--- config.mk ---
export PLATFORM = sky130hd
export DESIGN_NAME = pwm_spi_multi
export DESIGN_NICKNAME = d
export VERILOG_FILES = /design/src/rtl/pwm_spi_multi.sv
export SDC_FILE = /design/constraint.sdc
export NUM_CORES = 1
export LEC_CHECK = 0
export BUFFER_PORTS_ARGS = -buffer_cell sky130_fd_sc_hd__clkbuf_2
export CAP_MARGIN = 5
export CORE_MARGIN = 8
export CORE_UTILIZATION = 25
export CTS_BUF_LIST = sky130_fd_sc_hd__clkbuf_8
export DETAILED_ROUTE_END_ITERATION = 7
export GPL_ROUTABILITY_DRIVEN = 0
export PLACE_DENSITY = 0.5
export SYNTH_ARGS = -nofsm -noshare
export SYNTH_HDL_FRONTEND = slang
export SYNTH_SLANG_ARGS = --single-unit
--- constraint.sdc ---
create_clock -name clk -period 3.5 [get_ports clk]
set_clock_uncertainty 0.2 [all_clocks]
set_input_delay 0.35 -clock clk [delete_from_list [all_inputs] [get_ports clk]]
set_output_delay 0.35 -clock clk [all_outputs]
set_load 0.05 [all_outputs]
--- src/rtl/pwm_spi_multi.sv ---
// pwm_spi_multi: serial frames (address + duty, LSB first) load per-channel shadow duty;
// each channel's PWM picks it up at the period wrap. Optional readback via PWM_READBACK_EN.
`timescale 1ns/1ps
module pwm_spi_multi #(
  parameter int unsigned WIDTH      = 8,
  parameter int unsigned CHANNELS   = 3,
  parameter int unsigned ADDR_W     = 2,
  parameter int unsigned CLK_DIV    = 1,
  parameter bit          ACTIVE_LOW = 1'b1
) (
  input  logic                clk,
  input  logic                rst,
  input  logic                enable,
  input  logic                data,
  output logic [CHANNELS-1:0] pwm_out,
  output logic                frame_err
`ifdef PWM_READBACK_EN
  ,
  output logic                data_out
`endif
);

  localparam int unsigned FRAME = ADDR_W + WIDTH;
  localparam int unsigned CW    = $clog2(FRAME + 2);
  localparam logic [WIDTH-1:0] CNT_MAX = {{(WIDTH-1){1'b1}}, 1'b0};

  // S_BLOCK holds off after reset until enable has been seen low
  typedef enum logic [1:0] {S_BLOCK, S_IDLE, S_SHIFT} rx_state_e;

  rx_state_e         state_q, state_d;
  logic              shift_en, commit;
  logic [CW-1:0]     count_q;
  logic [FRAME-1:0]  frame_q;
  logic [ADDR_W-1:0] frm_addr, last_addr_q;
  logic [WIDTH-1:0]  frm_duty;
  logic              frame_ok, frame_err_q;
  logic [WIDTH-1:0]  shadow_q [CHANNELS];
  logic [WIDTH-1:0]  active_q [CHANNELS];
  logic [15:0]       div_q;
  logic              tick;
  logic [WIDTH-1:0]  cnt_q;
  logic [CHANNELS-1:0] pwm_q;

  always_ff @(posedge clk) begin
    if (rst) state_q <= S_BLOCK;
    else     state_q <= state_d;
  end

  always_comb begin
    state_d = state_q;
    unique case (state_q)
      S_BLOCK: if (!enable) state_d = S_IDLE;
      S_IDLE:  if (enable)  state_d = S_SHIFT;
      S_SHIFT: if (!enable) state_d = S_IDLE;
      default: state_d = S_BLOCK;
    endcase
  end

  always_comb begin
    shift_en = 1'b0;
    commit   = 1'b0;
    unique case (state_q)
      S_IDLE:  shift_en = enable;
      S_SHIFT: begin
        shift_en = enable;
        commit   = !enable;
      end
      default: ;
    endcase
  end

  always_ff @(posedge clk) begin
    if (rst) begin
      count_q <= '0;
      frame_q <= '0;
    end else if (commit) begin
      count_q <= '0;
    end else if (shift_en) begin
      for (int unsigned i = 0; i < FRAME; i++)
        if (count_q == CW'(i)) frame_q[i] <= data;
      if (count_q < CW'(FRAME + 1)) count_q <= count_q + 1'b1;
    end
  end

  assign frm_addr = frame_q[ADDR_W-1:0];
  assign frm_duty = frame_q[FRAME-1:ADDR_W];
  assign frame_ok = (count_q == CW'(FRAME)) && (32'(frm_addr) < CHANNELS);

  always_ff @(posedge clk) begin
    if (rst) begin
      for (int unsigned i = 0; i < CHANNELS; i++) shadow_q[i] <= '0;
      last_addr_q <= '0;
      frame_err_q <= 1'b0;
    end else begin
      frame_err_q <= commit && !frame_ok;
      if (commit && frame_ok) begin
        for (int unsigned i = 0; i < CHANNELS; i++)
          if (frm_addr == ADDR_W'(i)) shadow_q[i] <= frm_duty;
        last_addr_q <= frm_addr;
      end
    end
  end

  assign tick = (div_q == 16'(CLK_DIV - 1));

  always_ff @(posedge clk) begin
    if (rst) begin
      div_q <= '0;
      cnt_q <= '0;
      for (int unsigned i = 0; i < CHANNELS; i++) active_q[i] <= '0;
    end else begin
      div_q <= tick ? '0 : div_q + 1'b1;
      if (tick) begin
        if (cnt_q == CNT_MAX) begin
          cnt_q <= '0;
          // nonblocking read: a commit on this same edge applies one period later
          for (int unsigned i = 0; i < CHANNELS; i++) active_q[i] <= shadow_q[i];
        end else begin
          cnt_q <= cnt_q + 1'b1;
        end
      end
    end
  end

  always_ff @(posedge clk) begin
    if (rst) begin
      pwm_q <= ACTIVE_LOW ? '1 : '0;
    end else begin
      for (int unsigned i = 0; i < CHANNELS; i++)
        pwm_q[i] <= (cnt_q < active_q[i]) ^ ACTIVE_LOW;
    end
  end

  assign pwm_out   = pwm_q;
  assign frame_err = frame_err_q;

`ifdef PWM_READBACK_EN
  logic [FRAME-1:0] rb_q, rb_load;
  logic [WIDTH-1:0] rb_duty;
  logic             rb_bit_q;

  always_comb begin
    rb_duty = '0;
    for (int unsigned i = 0; i < CHANNELS; i++)
      if (last_addr_q == ADDR_W'(i)) rb_duty = shadow_q[i];
    rb_load = {rb_duty, last_addr_q};
  end

  always_ff @(posedge clk) begin
    if (rst) begin
      rb_q     <= '0;
      rb_bit_q <= 1'b0;
    end else if (shift_en && state_q == S_IDLE) begin
      rb_bit_q <= rb_load[0];
      rb_q     <= rb_load >> 1;
    end else if (shift_en) begin
      rb_bit_q <= rb_q[0];
      rb_q     <= rb_q >> 1;
    end else begin
      rb_bit_q <= 1'b0;
    end
  end

  assign data_out = rb_bit_q;
`endif

endmodule
* After elaboration in Yosys (flattened, before gate mapping)
Memories as Yosys holds them, arrays and structs flattened.
Cells that the tools add are included.
** Word-level totals
- Bits in registers :: 44
- Memory bits (writable) :: 48
- Memories :: 2
** Memories
- active_q :: depth 3, bits a word 8, rd ports 3, clocked after memory_dff 0, wr ports 3, line 38 : logic [WIDTH-1:0] active_q [CHANNELS];
- shadow_q :: depth 3, bits a word 8, rd ports 3, clocked after memory_dff 0, wr ports 3, line 37 : logic [WIDTH-1:0] shadow_q [CHANNELS];
** Cells by class
- Add/subtract/negate cells :: 3
- Order comparisons :: 5
- Equal/unequal tests :: 17
- Muxes and demuxes :: 30
- Bitwise gates (word level) :: 10
- Reduce and logical (&&, ||, !) cells :: 25
** Operators by type and width (number)
- $mux W8 :: 7
- $reduce_and A3 Y1 :: 10
- $lt A8 B8 Y1 :: 3
- $mux W1 :: 20
- $add A16 B1 Y16 const B :: 1
- $eq A4 B3 Y1 const B :: 4
- $logic_not A16 Y1 :: 1
- $eq A4 B4 Y1 const B :: 3
- $add A8 B1 Y8 const B :: 1
- $eq A4 B2 Y1 const B :: 2
- $eq A8 B8 Y1 const B :: 1
- $reduce_or A2 Y1 :: 4
- $or A1 B1 Y1 :: 6
- $add A4 B1 Y4 const B :: 1
- $eq A2 B1 Y1 const B :: 2
- $eq A2 B2 Y1 const B :: 2
- $eq A4 B1 Y1 const B :: 1
- $logic_not A2 Y1 :: 2
- $logic_not A4 Y1 :: 1
- $lt A4 B4 Y1 const B :: 1
- $mux W2 :: 2
- $ne A2 B2 Y1 const B :: 2
- $not A1 Y1 :: 4
- $pmux W2 S2 :: 1
- 4 further kinds :: 8

* Longest topological paths before layout
- Depth in word-level cells :: 7
- Gate-level depth with buffers :: 7
- Mapped depth without buffers :: 6

* Least setup slack after synthesis
OpenSTA, ideal clock, no wires.
- Kind :: register to register
- Start :: register div_q[0]
- End :: memory active_q[0][0] (enable)
- Data arrival time :: 2.950 ns
- Required time :: 2.859 ns
- Path slack :: -0.091 ns
- Cell stages (with the launch flop) :: 6
- Path buffers :: 0
- Clock period less this slack :: 3.591 ns
- Cells stage by stage :: dfxtp_1 inv_1 ha_1 nor4b_2 nand4_2 o21ai_0
** RTL lines
- start, declared :: line 39 : logic [15:0] div_q;
- start signal, assigned :: line 112 : div_q <= tick ? '0 : div_q + 1'b1;
- end, declared :: line 38

==> run_summary.xml <==
<?xml version="1.0" encoding="UTF-8"?>
<metrics>
  <group name="run_status">
    <metric name="status" unit="">completed</metric>
  </group>
  <group name="floorplanning">
    <metric name="core-area" unit="µm²">17180</metric>
    <metric name="fp-row-count" unit="">48</metric>
    <metric name="die_area" unit="µm²">21990</metric>
    <metric name="initial_core_util" unit="">0.2547</metric>
    <metric name="ioPinCount" unit="">8</metric>
    <metric name="die_height" unit="µm">148.3</metric>
    <metric name="chipWidth" unit="µm">148.3</metric>
  </group>
  <group name="clock_tree">
    <metric name="post_cts_hold_buffer_count" unit="">0</metric>
    <metric name="clock_sinks" unit="">92</metric>
    <metric name="post_cts.resized_instances" unit="">0</metric>
    <metric name="clock-root-buffer" unit="">clkbuf_8</metric>
    <metric name="ctsLongestPathBuffers" unit="">2</metric>
    <metric name="worstSkewPairLatency" unit="ps">370</metric>
    <metric name="post-cts-setup-buffers" unit="">0</metric>
    <metric name="tritoncts_buffers" unit="">9</metric>
    <metric name="clk_pin_slew" unit="ps">100</metric>
    <metric name="tritoncts" unit="">built</metric>
    <metric name="h_tree_depth_reported_by_cts" unit="">3</metric>
  </group>
  <group name="timing">
    <metric name="layout_min_cycle_time" unit="ps">2553</metric>
    <metric name="timing.final.crit_share" unit="">0.7294</metric>
    <metric name="setup_viols_final" unit="">0</metric>
    <metric name="report.final.hold_viol_count" unit="">0</metric>
    <metric name="setup_tns" unit="ps">0</metric>
    <metric name="setup_slack" unit="ps">947.0</metric>
    <metric name="finalMaxSlewViolations" unit="">0</metric>
    <metric name="worst_hold_slack" unit="ps">139.3</metric>
    <metric name="clock.fmax" unit="GHz">0.3917</metric>
    <metric name="rsz0062_at_grt" unit="">no</metric>
    <metric name="max_slew_margin" unit="">0.1878</metric>
    <metric name="worst_pin_slew" unit="ps">1206</metric>
  </group>
  <group name="layout">
    <metric name="area_growth" unit="%">10.81</metric>
    <metric name="finalNonFillerCells" unit="">644</metric>
    <metric name="fin_nets" unit="">452</metric>
    <metric name="multi_input_area" unit="µm²">1858</metric>
    <metric name="layout.cells.most_common" unit="">edfxtp_1</metric>
    <metric name="sequential_cell_area" unit="µm²">2322</metric>
    <metric name="post_route_cells_drive_above_1_share" unit="">0.08592</metric>
    <metric name="n_antenna_cell" unit="">0</metric>
    <metric name="layout.filler_cells" unit="">1814</metric>
    <metric name="mostFrequentLayoutCells" unit="">edfxtp_1 (48), dfxtp_1 (44), inv_1 (35)</metric>
  </group>
  <group name="power_and_ir_drop">
    <metric name="power_frac_clock" unit="">0.360</metric>
    <metric name="p_sw_frac" unit="">0.2370</metric>
    <metric name="seq_power_share" unit="">0.580</metric>
    <metric name="power_density" unit="nW/µm²">420.0</metric>
    <metric name="intPower" unit="µW">1553</metric>
    <metric name="leakagePower" unit="µW">0.001810</metric>
    <metric name="power_switching" unit="µW">482.5</metric>
    <metric name="vdd_drop_max" unit="V">0.0002046</metric>
    <metric name="power.combinational.fraction" unit="">0.060</metric>
  </group>
  <group name="routing">
    <metric name="postRouteAntennaNets" unit="">0</metric>
    <metric name="num_vias" unit="">2818</metric>
    <metric name="detail_route.drc_violations" unit="">0</metric>
    <metric name="route.final.wire_length" unit="mm">8.041</metric>
    <metric name="detail_route.wl_per_cell" unit="µm">12.49</metric>
    <metric name="dr.first_iter.drc_count" unit="">105</metric>
    <metric name="drt_pass1_iterations" unit="">4</metric>
    <metric name="vias_per_cell" unit="">4.376</metric>
  </group>
  <group name="global_route">
    <metric name="grt_pass1_wl" unit="mm">13.32</metric>
    <metric name="maximum_number_of_pins_on_one_net_before_global_route_repair" unit="">26</metric>
    <metric name="globalRouteMet1Util" unit="">0.09003</metric>
    <metric name="busiest_layer" unit="">met2</metric>
    <metric name="first_global_vias" unit="">2731</metric>
    <metric name="grt.met3_usage" unit="">0.02097</metric>
    <metric name="grt.total_usage" unit="">0.07663</metric>
    <metric name="grt.overflow.total" unit="">0</metric>
    <metric name="number_of_antenna_violations_at_the_first_check_in_global_routing" unit="">0</metric>
    <metric name="grt.met2_usage" unit="">0.1215</metric>
  </group>
  <group name="placement">
    <metric name="post_placement_worst_setup_slack" unit="ps">992.7</metric>
    <metric name="dpl.cell_count" unit="">628</metric>
    <metric name="io_buffer_count" unit="">7</metric>
    <metric name="place_hpwl" unit="mm">5.887</metric>
  </group>
  <group name="setup_path">
    <metric name="critPathTopFamily" unit="">compound AO/OA/AOI/OAI gates</metric>
    <metric name="timing.critical_path.slowest_stage_cell" unit="">o21ai_0</metric>
    <metric name="cp.buffers_inverters" unit="">1</metric>
    <metric name="crit_path_max_incr_delay" unit="ps">970</metric>
    <metric name="crit_type" unit="">flop to flop</metric>
    <metric name="crit_path_end_kind" unit="">flop</metric>
    <metric name="cp_max_fo" unit="">8</metric>
    <metric name="r2r_end" unit="">shadow_q[0][10]</metric>
    <metric name="worst_ep_required_time" unit="ps">3290</metric>
    <metric name="critical_path.endpoint" unit="">shadow_q[0][10]</metric>
    <metric name="reg2reg_depth" unit="">5</metric>
    <metric name="worstPathCellList" unit="">inv_1 &gt; ha_1 &gt; nor2b_1 &gt; nand4_1 &gt; o21ai_0</metric>
    <metric name="worst-endpoint-arrival" unit="ps">2340</metric>
    <metric name="critPathLaunchType" unit="">flop</metric>
    <metric name="critPathLaunch" unit="">state_q[0]</metric>
    <metric name="crit-reg2reg-launch" unit="">state_q[0]</metric>
    <metric name="rrSetupSlack" unit="ps">950</metric>
    <metric name="critical_path_cell_count" unit="">5</metric>
  </group>
  <group name="job">
    <metric name="max_cap_violations" unit="">0</metric>
  </group>
  <group name="logic_synthesis">
    <metric name="net_count_of_the_mapped_netlist" unit="">444</metric>
    <metric name="syn_avg_cell_area" unit="µm²">10.77</metric>
    <metric name="synth_seq_area_share" unit="">0.5309</metric>
    <metric name="number_of_synthesized_register_bits" unit="">92</metric>
    <metric name="netlist-cell-type-count" unit="">45</metric>
    <metric name="synth_cells" unit="">406</metric>
    <metric name="yosysWarningCount" unit="">0</metric>
    <metric name="synthesis.area" unit="µm²">4374</metric>
  </group>
  <group name="hold_path">
    <metric name="worst_hold_path_type" unit="">primary input to flop</metric>
  </group>
</metrics>
worst min-delay path by stage:
stage             start         end  slack, ps  cells after the start
2_1_floorplan  div_q[0]    div_q[0]        240                      1
3_3_place_gp   div_q[0]    div_q[0]        260                      1
3_5_place_dp   div_q[0]    div_q[0]        260                      1
4_1_cts            data  frame_q[4]        110                      3
5_1_grt            data  frame_q[6]        130                      3
6_report           data  frame_q[4]        140                      3
metal layers:
metal  routed length [µm]  share of wire
met2                 3632           0.45
met5                    0              0
met3                  243          0.030
met1                 3876           0.48
met4                  288          0.036
area by class of cell:
type / instances / area share
Clock buffer: 10 / 0.02839
Timing Repair Buffer: 9 / 0.01033
Multi-Input combinational cell: 266 / 0.3833
Sequential cell: 92 / 0.4791
Tap cell: 225 / 0.05808
Inverter: 36 / 0.02788
Clock inverter: 6 / 0.01291
cell usage after synthesis:
| cell | instances | share of area |
|---|---|---|
| a21oi_1 | 21 | 0.024 |
| o21a_1 | 2 | 0.0034 |
| nand3b_1 | 1 | 0.0017 |
| xor2_1 | 3 | 0.0060 |
| buf_1 | 1 | 0.00086 |
| or4_1 | 2 | 0.0034 |
| dfxtp_1 | 44 | 0.20 |
| a211oi_1 | 4 | 0.0069 |
| o21ai_0 | 15 | 0.017 |
| a31oi_1 | 2 | 0.0029 |
| nor4_2 | 1 | 0.0029 |
| clkinv_1 | 1 | 0.00086 |
| inv_1 | 35 | 0.030 |
| buf_2 | 2 | 0.0023 |
| or3_4 | 1 | 0.0026 |
| ha_1 | 34 | 0.097 |
| a32oi_1 | 1 | 0.0020 |
| nand2b_1 | 7 | 0.010 |
| clkbuf_1 | 7 | 0.0060 |
| o221a_2 | 1 | 0.0026 |
| xnor2_1 | 10 | 0.020 |
| nand3_2 | 1 | 0.0023 |
| nand2_1 | 16 | 0.014 |
| nand3_1 | 13 | 0.015 |
| or3_1 | 4 | 0.0057 |
| o211ai_1 | 2 | 0.0034 |
| and2_1 | 33 | 0.047 |
| nor3_1 | 10 | 0.011 |
| and4_1 | 3 | 0.0060 |
| or2_2 | 1 | 0.0014 |
| edfxtp_1 | 48 | 0.33 |
| and3_1 | 6 | 0.0086 |
| mux2i_1 | 8 | 0.018 |
| nor4b_2 | 1 | 0.0034 |
| nor2_1 | 33 | 0.028 |
| buf_6 | 2 | 0.0051 |
| nor3_4 | 1 | 0.0037 |
| nor2b_1 | 2 | 0.0029 |
| nor4_4 | 1 | 0.0049 |
| nand4_1 | 10 | 0.014 |
| nor4_1 | 3 | 0.0043 |
| nand4_2 | 3 | 0.0086 |
| a21o_1 | 5 | 0.0086 |
| or4b_1 | 1 | 0.0023 |
| o31ai_1 | 4 | 0.0069 |
power groups by stage:
stage | Clock, µW | Combinational, µW | Sequential [µW]
detailed placement | 0 | 122 | 1210
global placement | 0 | 118 | 1210
CTS | 763 | 123 | 1180
floorplan | 0 | 83.3 | 1210
global route | 804 | 137 | 1190
finish | 734 | 121 | 1180
flip-flops by register name (all words and copies together), names as in the netlist:
signal,count
active_q,24
shadow_q,24
div_q,16
frame_q,10
cnt_q,8
count_q,4
pwm_out,3
state_q,2
frame_err,1
worst reg2reg max path: cells and delay by family, from the launching register on:
kind,cells,cell delay [ps]
AOI/OAI and AO/OA,1,970
DFF,1,360
adders and majority gates,1,190
buffers and inverters,1,100
and+or+nand+nor,2,350
cells by family after synthesis:
family	synth area share
and+or+nand+nor	0.2045
DFF	0.5309
AOI/OAI and AO/OA	0.07780
buffers and inverters	0.04519
adders and majority gates	0.09725
xor gates and xnor gates	0.02603
muxes	0.01831
metrics by stage:
stage / instance area [µm²] / total power [µW] / util
floorplan: 4374 / 1293 / -
global route: 4847 / 2127 / 0.2822
CTS: 4847 / 2069 / 0.2822
global placement: 4647 / 1325 / 0.2705
detailed placement: 4647 / 1329 / 0.2705
finish: 4847 / 2036 / 0.2822
Power figures use the tool's default switching activity.
